### src/rtl/mem_ctrl_pkg.sv
// Shared types and constants for the memory access controller in front of the 16x8 data memory.
// Burst support in mem_ctrl is enabled by defining MEM_CTRL_BURST_EN.
package mem_ctrl_pkg;

    localparam int ADDR_W_DEF = 4;
    localparam int DATA_W_DEF = 8;

    // Memory read_write pin encoding
    localparam logic MEM_READ  = 1'b1;
    localparam logic MEM_WRITE = 1'b0;

    typedef enum logic [2:0] {
        IDLE    = 3'd0,
        RD_REQ  = 3'd1,
        RD_CAP  = 3'd2,
        WR_WAIT = 3'd3,
        WR_DO   = 3'd4,
        DONE    = 3'd5
    } state_t;

endpackage

### src/rtl/mem_ctrl.sv
// Memory access controller: turns core read/write requests into single-byte memory beats.
// Define MEM_CTRL_BURST_EN to honour req_len (1..4 beats); otherwise every request is one beat.
module mem_ctrl
    import mem_ctrl_pkg::*;
#(
    parameter int ADDR_W = ADDR_W_DEF,
    parameter int DATA_W = DATA_W_DEF
) (
    input  logic              clk,
    input  logic              rst,
    input  logic              req_valid,
    output logic              req_ready,
    input  logic              req_write,
    input  logic [ADDR_W-1:0] req_addr,
    input  logic [1:0]        req_len,
    input  logic [DATA_W-1:0] wdata,
    input  logic              wdata_valid,
    output logic              wdata_ready,
    output logic [DATA_W-1:0] rdata,
    output logic              rdata_valid,
    output logic              done,
    output logic [ADDR_W-1:0] mem_addr,
    output logic              mem_enable,
    output logic              mem_rw,
    output logic [DATA_W-1:0] mem_wdata,
    output logic              mem_wdata_oe,
    input  logic [DATA_W-1:0] mem_rdata
);

    state_t            state_r;
    state_t            next_state_s;
    logic [ADDR_W-1:0] cur_addr_r;
    logic              accept_s;
    logic              last_beat_s;
    logic              step_s;
    logic              en_nxt_s;
    logic              rw_nxt_s;
    logic              oe_nxt_s;
    logic              wready_nxt_s;
    logic              rready_nxt_s;
    logic              done_nxt_s;

`ifdef MEM_CTRL_BURST_EN
    logic [1:0]        beats_left_r;
    assign last_beat_s = (beats_left_r == 2'd0);
`else
    logic              unused_len_s;
    assign unused_len_s = ^req_len;
    assign last_beat_s  = 1'b1;
`endif

    assign accept_s = (state_r == IDLE) && req_valid && req_ready;
    assign step_s   = ((state_r == RD_CAP) || (state_r == WR_DO)) && !last_beat_s;
    assign mem_addr = cur_addr_r;

    // State register
    always_ff @(posedge clk) begin
        if (rst) begin
            state_r <= IDLE;
        end else begin
            state_r <= next_state_s;
        end
    end

    // Next-state logic
    always_comb begin
        next_state_s = state_r;
        case (state_r)
            IDLE: begin
                if (accept_s) begin
                    next_state_s = req_write ? WR_WAIT : RD_REQ;
                end else begin
                    next_state_s = IDLE;
                end
            end
            RD_REQ:  next_state_s = RD_CAP;
            RD_CAP:  next_state_s = last_beat_s ? DONE : RD_REQ;
            WR_WAIT: begin
                if (wdata_valid) begin
                    next_state_s = WR_DO;
                end else begin
                    next_state_s = WR_WAIT;
                end
            end
            WR_DO:   next_state_s = last_beat_s ? DONE : WR_WAIT;
            DONE:    next_state_s = IDLE;
            default: next_state_s = IDLE;
        endcase
    end

    // Pin values for the upcoming state, registered below so outputs come straight from flops
    always_comb begin
        en_nxt_s     = 1'b0;
        rw_nxt_s     = MEM_READ;
        oe_nxt_s     = 1'b0;
        wready_nxt_s = 1'b0;
        rready_nxt_s = 1'b0;
        done_nxt_s   = 1'b0;
        case (next_state_s)
            IDLE:    rready_nxt_s = 1'b1;
            RD_REQ:  en_nxt_s     = 1'b1;
            WR_WAIT: wready_nxt_s = 1'b1;
            WR_DO: begin
                en_nxt_s = 1'b1;
                rw_nxt_s = MEM_WRITE;
                oe_nxt_s = 1'b1;
            end
            DONE:    done_nxt_s   = 1'b1;
            default: en_nxt_s     = 1'b0;
        endcase
    end

    // Address/beat counters, data capture and registered outputs
    always_ff @(posedge clk) begin
        if (rst) begin
            cur_addr_r   <= '0;
`ifdef MEM_CTRL_BURST_EN
            beats_left_r <= 2'd0;
`endif
            mem_enable   <= 1'b0;
            mem_rw       <= MEM_READ;
            mem_wdata_oe <= 1'b0;
            mem_wdata    <= '0;
            wdata_ready  <= 1'b0;
            req_ready    <= 1'b0;
            done         <= 1'b0;
            rdata        <= '0;
            rdata_valid  <= 1'b0;
        end else begin
            if (accept_s) begin
                cur_addr_r   <= req_addr;
`ifdef MEM_CTRL_BURST_EN
                beats_left_r <= req_len;
`endif
            end else if (step_s) begin
                // Wraps modulo 2^ADDR_W by construction
                cur_addr_r   <= cur_addr_r + ADDR_W'(1);
`ifdef MEM_CTRL_BURST_EN
                beats_left_r <= beats_left_r - 2'd1;
`endif
            end
            if ((state_r == WR_WAIT) && wdata_valid) begin
                mem_wdata <= wdata;
            end
            if (state_r == RD_CAP) begin
                rdata <= mem_rdata;
            end
            rdata_valid  <= (state_r == RD_CAP);
            mem_enable   <= en_nxt_s;
            mem_rw       <= rw_nxt_s;
            mem_wdata_oe <= oe_nxt_s;
            wdata_ready  <= wready_nxt_s;
            req_ready    <= rready_nxt_s;
            done         <= done_nxt_s;
        end
    end

endmodule

### config.mk
export PLATFORM = sky130hd
export DESIGN_NAME = mem_ctrl
export DESIGN_NICKNAME = d
export VERILOG_FILES = /design/src/rtl/mem_ctrl_pkg.sv /design/src/rtl/mem_ctrl.sv
export SDC_FILE = /design/constraint.sdc
export NUM_CORES = 1
export LEC_CHECK = 0
export CORE_ASPECT_RATIO = 1.4
export CORE_MARGIN = 2
export CORE_UTILIZATION = 55
export CTS_BUF_LIST = sky130_fd_sc_hd__clkbuf_4 sky130_fd_sc_hd__clkbuf_8
export DETAILED_ROUTE_END_ITERATION = 8
export DONT_BUFFER_PORTS = 1
export PLACE_DENSITY = 0.78
export RECOVER_POWER = 50
export SLEW_MARGIN = 25
export SYNTH_ARGS = -nofsm -noshare
export SYNTH_HDL_FRONTEND = slang
export SYNTH_SLANG_ARGS = --single-unit
### constraint.sdc
create_clock -name clk -period 3.71 [get_ports clk]
set_clock_uncertainty 0.2 [all_clocks]
set_input_delay 0.742 -clock clk [delete_from_list [all_inputs] [get_ports clk]]
set_output_delay 0.742 -clock clk [all_outputs]
set_load 0.05 [all_outputs]
# After elaboration in Yosys (flattened, before gate mapping)
# Index checks and enable logic that the tools add are counted.
dict set report op_classes {
  reduce_logical 7
  n_mux 10
  eq_ne 8
}
# cell n
set ops {}
lappend ops {{$pmux W3 S4} 1}
lappend ops {{$eq A3 B2 Y1 const B} 3}
lappend ops {{$eq A3 B3 Y1 const B} 3}
lappend ops {{$eq A3 B1 Y1 const B} 2}
lappend ops {{$logic_not A3 Y1} 2}
lappend ops {{$mux W1} 6}
lappend ops {{$mux W2} 2}
lappend ops {{$reduce_or A2 Y1} 2}
lappend ops {{$logic_and A1 B1 Y1} 3}
lappend ops {{$mux W3} 1}
dict set report totals {
  reg_bits 30
  word_cells 36
  in_bits 27
  out_inout_bits 27
}

# Depth between registers and ports, before layout
# Gate-level depths: netlist (run 1).
dict set report depth {
  ltp_word 8
  mapped_depth 5
}

# Worst setup path after synthesis (run 1)
# No wires, ideal clock.
dict set report synth_path {
  path_type {input-to-reg}
  from {input req_valid}
  to {register state_r[1]}
  t_arrival_ns 1.396
  cell_stages 3
  setup_slack_ns 1.998
  n_path_buf 0
  path_cell_list {and4bb_4 -> a32o_2 -> and2_2}
}
dict set report synth_between {
  elab_chain_cells 4
}
# element line_no
set synth_rtl {}
lappend synth_rtl {{start, declared} mem_ctrl.sv:11} ;# input logic req_valid,
lappend synth_rtl {{$logic_and A1 B1 Y1 (2 in series)} mem_ctrl.sv:52} ;# assign accept_s = (state_r == IDLE) && req_valid && req_ready;
lappend synth_rtl {{$mux W2} mem_ctrl.sv:70} ;# if (accept_s) begin
lappend synth_rtl {{$pmux W3 S4} mem_ctrl.sv:68} ;# case (state_r)
lappend synth_rtl {{end signal, assigned} mem_ctrl.sv:61} ;# state_r <= next_state_s;
lappend synth_rtl {{end, declared} mem_ctrl.sv:30} ;# state_t state_r;
# No other way between the ends.
# A chain may end at the register's enable or synchronous reset.

# Final worst setup path (run 1)
dict set report layout_path {
  from {register state_r[1]}
  to {register rdata[4]}
}
dict set report layout_between {
  elab_chain_cells 1
}
# element line_no
set layout_rtl {}
lappend layout_rtl {{$eq A3 B2 Y1} mem_ctrl.sv:145} ;# if (state_r == RD_CAP) begin
lappend layout_rtl {{end signal, assigned} mem_ctrl.sv:146} ;# rdata <= mem_rdata;
lappend layout_rtl {{end, declared} mem_ctrl.sv:19} ;# output logic [DATA_W-1:0] rdata,
# No other way between the ends.

==> results.cfg, run 1 <==
[status]
outcome = complete, no violations

[pwr]
pwr-share-comb_pct = 11.5
swShare_pct = 33.4
vdd_drop_max_mv = 0.414
leakage_nw = 0.421
seq_power_share_pct = 61.3
power.total_mw = 0.736
p_per_area_nw_per_um2 = 612
clockPowerShare_pct = 27.2
p_int_mw = 0.491
p_sw_mw = 0.246

[global_route]
grt.total_usage_pct = 17.8
grt_start_max_net_pins = 27
grt_pass1_vias = 770
grt_first_pass_wirelength_microns = 3330
grt-ovfl-total = 0
antenna_found_initial = 0

[hold_path]
min_to = rdata[5]
hold_class = input pin to register
min_path_cells = 1
hold_start = rst

[synthesis]
synth_mux_area_share_pct = 6.77
synthArstFlopShare_pct = 0
synthAdderAreaFrac_pct = 0
avgSynthCellArea_sq_um = 9.85
ys_types = 30
synth_xor_area_share_pct = 0.741
synth_top_area_share_pct = 50.8
synthTopCellsByCount = 30 x dfxtp_1, 18 x nand2_1, 12 x a21oi_1, 10 x nor2_1, 8 x mux2i_1
synth_top_family_by_area = simple AND/OR/NAND/NOR gates
syn_nets = 147
yosys-top-cells-area = dfxtp_1 51%, mux2i_1 6.8%, nand2_1 5.7%, a21oi_1 5.1%, nor2_1 3.2%
yosysTopAreaCell = dfxtp_1
synth_flop_cell = dfxtp_1
synthesis.area_sq_um = 1180
ys_warn_count = 0
synth_seq_cells = 30
synth_simple_gate_area_share_pct = 23.7
synth_edf_count = 0
syn_inst = 120
synth_most_common_cell = dfxtp_1
synth_compound_area_share_pct = 12.6
ys_seq_area_share_pct = 50.8

[sta]
setup_tns_ns = 0
worst_slew_pin_slew_ns = 0.811
relSlewSlack_pct = 45.7
hold_ws_ns = 0.284
rsz0062_at_grt = no
finalCriticalPeriod_ns = 1.94
slew_violations = 0
fin_crit_sh_pct = 52.2
finalHoldViolations = 0
finalSetupViolCount = 0
fmax_ghz = 0.516

[critical_path]
reg2regPathDepth = 3
worst-r2r-setup-slack_ns = 1.77
r2r_end = rdata[4]
path_max_fanout = 13
critPathKind = register to register
cp-end-kind = register
cp.required_ns = 3.73
crit_path_start_kind = register
r2r-start = state_r[1]
critPathArrivalTime_ns = 1.96

[final_layout]
stdcell_area_sq_um = 1200
diodes = 0
area_growth_pct = 1.69
drive_gt1_share_pct = 13.3
fin_nets = 146

[clock_tree]
htree_levels = 2
clk_latency_ns = 0.32
cts.sinks = 30
tritoncts = built
ctsHoldBuffers = 0
cts-buffers-inserted = 5
cts_buffer_depth = 2
clk_pin_slew_ns = 0.09
post_cts_buffers = 0
cts_resized = 0
ctsRootBufferMaster = clkbuf_4

[floorplan]
dieWidth_microns = 43.2
start_util_pct = 59.2
io_pins = 54
die_y_microns = 58.9
dieArea_sq_um = 2540
rows = 19
core-area_sq_um = 2000

[flow_run]
drv_cap = 0

[route]
wirelength_microns = 2110
routedWlPerCell_microns = 15.0
drcViolationCount = 0
postRouteAntennaNets = 0
vias_per_cell = 5.65
drtIter0Drc = 16
num_vias = 796
drt_pass1_iterations = 2

[placed_design]
place_area_sq_um = 1160
portBuffers = 0
gp_congestion = 0.730
hpwl_microns = 1530
## critical path: stages (launching register included)
cell	delay, ns
dfxtp_1	0.57
nor3b_2	0.75
mux2i_1	0.28
nor2_1	0.05
## cells in the final DEF, fill, tap and decap left out, types with 2 or more instances in the layout
master,netlist,routed
dfxtp_1,30,30
nand2_1,18,18
a21oi_1,12,12
nor2_1,10,10
mux2i_1,8,8
clkbuf_4,0,6
nand2b_1,5,5
inv_1,3,3
nor3_1,3,3
a31o_2,3,3
nor2b_1,2,2
and2_1,2,2
## worst max-delay path by stage
stage / from / to / slack (ns) / cells after the start
2_1_floorplan: req_valid / state_r[1] / 2.00 / 3
3_3_place_gp: state_r[1] / rdata[4] / 1.78 / 3
3_5_place_dp: state_r[1] / rdata[4] / 1.71 / 3
4_1_cts: state_r[1] / rdata[4] / 1.70 / 3
5_1_grt: state_r[1] / rdata[4] / 1.58 / 3
6_report: state_r[1] / rdata[4] / 1.77 / 3
## sequential cells by signal (all words and copies together) (netlist names), 3 cells and up
name / count
mem_wdata: 8
rdata: 8
mem_addr: 4
state_r: 3
## cell families after synthesis
kind of cell	after synthesis
AOI/OAI and AO/OA	20
DFF	30
and+or+nand+nor	50
muxes	8
xor gates and xnor gates	1
buffers and inverters	11
## metal layers
metal / vias up / global-route usage, % / wire (microns) / share of wire (%)
li1: 403 / - / - / -
met1: 355 / 18.5 / 790 / 37
met2: 33 / 30.3 / 1120 / 53
met3: 5 / 8.28 / 164 / 7.8
met4: 0 / 7.79 / 29 / 1.4
met5: - / 0 / 0 / 0
## power groups by stage
stage / Clock (mW) / Sequential, mW / Combinational [mW]
finish: 0.200 / 0.452 / 0.0846
global route: 0.222 / 0.456 / 0.0937
CTS: 0.209 / 0.453 / 0.0913
detailed placement: 0 / 0.461 / 0.0912
global placement: 0 / 0.459 / 0.0865
floorplan: 0 / 0.441 / 0.106
## stage by stage
| stage | util (%) | instances | setup WS (ns) |
|---|---|---|---|
| after floorplan | - | 120 | 2.00 |
| after global placement | 57.9 | 133 | 1.78 |
| after detailed placement | 57.9 | 133 | 1.71 |
| after CTS | 61.1 | 141 | 1.70 |
| after global routing | 60.2 | 141 | 1.58 |
| final | 60.2 | 141 | 1.77 |
## layout make-up
| class | count | area [sq um] |
|---|---|---|
| clock inverter | 1 | 5.00 |
| tap | 21 | 26.3 |
| clock buffer | 7 | 58.8 |
| sequential | 30 | 601 |
| fill | 198 | 795 |
| inverter | 3 | 11.3 |
| multi-input combinational | 79 | 500 |
Power figures use the tool's default switching activity.
==> inputs of run 2 (changes only) <==
Clock period 3.71 ns to 1.8 ns, I/O delays scaled along.
==> run 2 against run 1 <==
Net effect: non-clock buffer count grew 25; combinational power grew to 3.5 times the previous value; final cell count up 18%; register-to-register slack got worse by 1.6 ns; global-route usage grew 5.4 points; sequential power increased by 98%; sequential share of layout area decreased by 8.7 points; critical endpoint is now wdata_ready; highest routed layer unchanged.
==> results.cfg, run 2 (same netlist as run 1, synthesis figures left out) <==
[route]
postRouteAntennaNets = 0
m1WireLength_microns = 926
wirelength_microns = 2570
highest_layer = met4
wl_met3_microns = 181
routedWlPerCell_microns = 15.5
vias_per_cell = 5.52
drcViolationCount = 0
wl_met2_microns = 1380
drtIter0Drc = 19
drt_pass1_iterations = 4
num_vias = 916

[clock_tree]
cts_resized = 0
post_cts_buffers = 0
tritoncts = built
clk_latency_ns = 0.33
cts.sinks = 30
cts-buffers-inserted = 5
ctsRootBufferMaster = clkbuf_4
htree_levels = 2
clk_pin_slew_ns = 0.08
cts_buffer_depth = 2

[hold_path]
hold_class = input pin to register

[floorplan]
dieWidth_microns = 43.2
io_pins = 54
die_y_microns = 58.9
dieArea_sq_um = 2540
core-area_sq_um = 2000
rows = 19
start_util_pct = 59.2

[sta]
setup_tns_ns = 0
hold_ws_ns = 0.0975
finalHoldViolations = 0
layout_setup_ws_ns = 0.110
finalCriticalPeriod_ns = 1.69
worst_slew_pin_slew_ns = 0.876
fmax_ghz = 0.592
fin_crit_sh_pct = 93.9
finalSetupViolCount = 0
relSlewSlack_pct = 41.4
slew_violations = 0
rsz0062_at_grt = no

[placed_design]
dpl_worst_slack_ns = 0.204
gp_congestion = 0.738
place_area_sq_um = 1190
portBuffers = 0
hpwl_microns = 1620

[critical_path]
cpPeakStageDelay_ns = 1.11
crit_path_top_delay_cell = dlygate4sd3_1
cp-end-kind = register
cp_cell_sequence = dlygate4sd3_1 > a2111oi_4 > and2_1
crit_path_start_kind = input pin
path_buf_inv = 1
cp.required_ns = 1.83
path_max_fanout = 22
critPathKind = input pin to register
critPathArrivalTime_ns = 1.72
path_delay_family = buffers and inverters

[global_route]
grt-ovfl-total = 0
grt_first_pass_wirelength_microns = 4220
grt_pass1_vias = 950
grt.total_usage_pct = 23.2
grt_start_max_net_pins = 23
antenna_found_initial = 0

[final_layout]
final_common_cell = dfxtp_1
stdcell_area_sq_um = 1460
area_growth_pct = 23.2
fin_util_pct = 72.9
final_cell_mix = 30 x dfxtp_1, 21 x dlygate4sd3_1, 18 x nand2_1
diodes = 0
drive_gt1_share_pct = 16.6
fin_nets = 171

[pwr]
leakage_nw = 0.556
vdd_drop_max_mv = 0.728
p_per_area_nw_per_um2 = 1110

[flow_run]
drv_cap = 0

[status]
outcome = complete, no violations
## run 2: metrics by stage
stage / cells / total power [mW]
after floorplan: 120 / 1.13
after global placement: 137 / 1.15
after detailed placement: 137 / 1.17
after CTS: 166 / 1.63
after global routing: 166 / 1.70
final: 166 / 1.62
## run 2: repair_timing
| action | in CTS | in global routing |
|---|---|---|
| endpoints found under the setup margin | 0 | 0 |
| hold buffers | 21 | 0 |
| hold endpoints to repair | 27 | 0 |
## run 2: cell type report
cell class / instances / area, sq um
fillers: 163 / 541
repair buffers: 25 / 238
multi-input cells: 79 / 517
flip-flops and latches: 30 / 601
inverters: 3 / 11.3
clock inverters: 1 / 5.00
well taps: 21 / 26.3
clock buffers: 7 / 58.8
## run 2: final timing paths
| kind | slack (ns) | end | depth (start not counted) | start |
|---|---|---|---|---|
| worst min-delay path | 0.1 | state_r[0] | 2 | wdata_valid |
| worst max register to register | 0.18 | mem_enable | 3 | state_r[2] |
| worst max-delay path | 0.11 | wdata_ready | 3 | rst |
| worst min register to register | 0.43 | done | 2 | state_r[1] |
## run 2: metal layers
metal  up-vias  global-route usage, %
li1        454                      -
met1       419                   23.2
met2        35                   39.2
met3         8                   7.98
met4         0                   16.9
met5         -                      0
## run 2: report_power, final
part | switching, mW | internal (mW) | total [mW]
clock | 0.223 | 0.204 | 0.427
sequential | 0.176 | 0.718 | 0.894
combinational | 0.153 | 0.146 | 0.299
total | 0.551 | 1.07 | 1.62
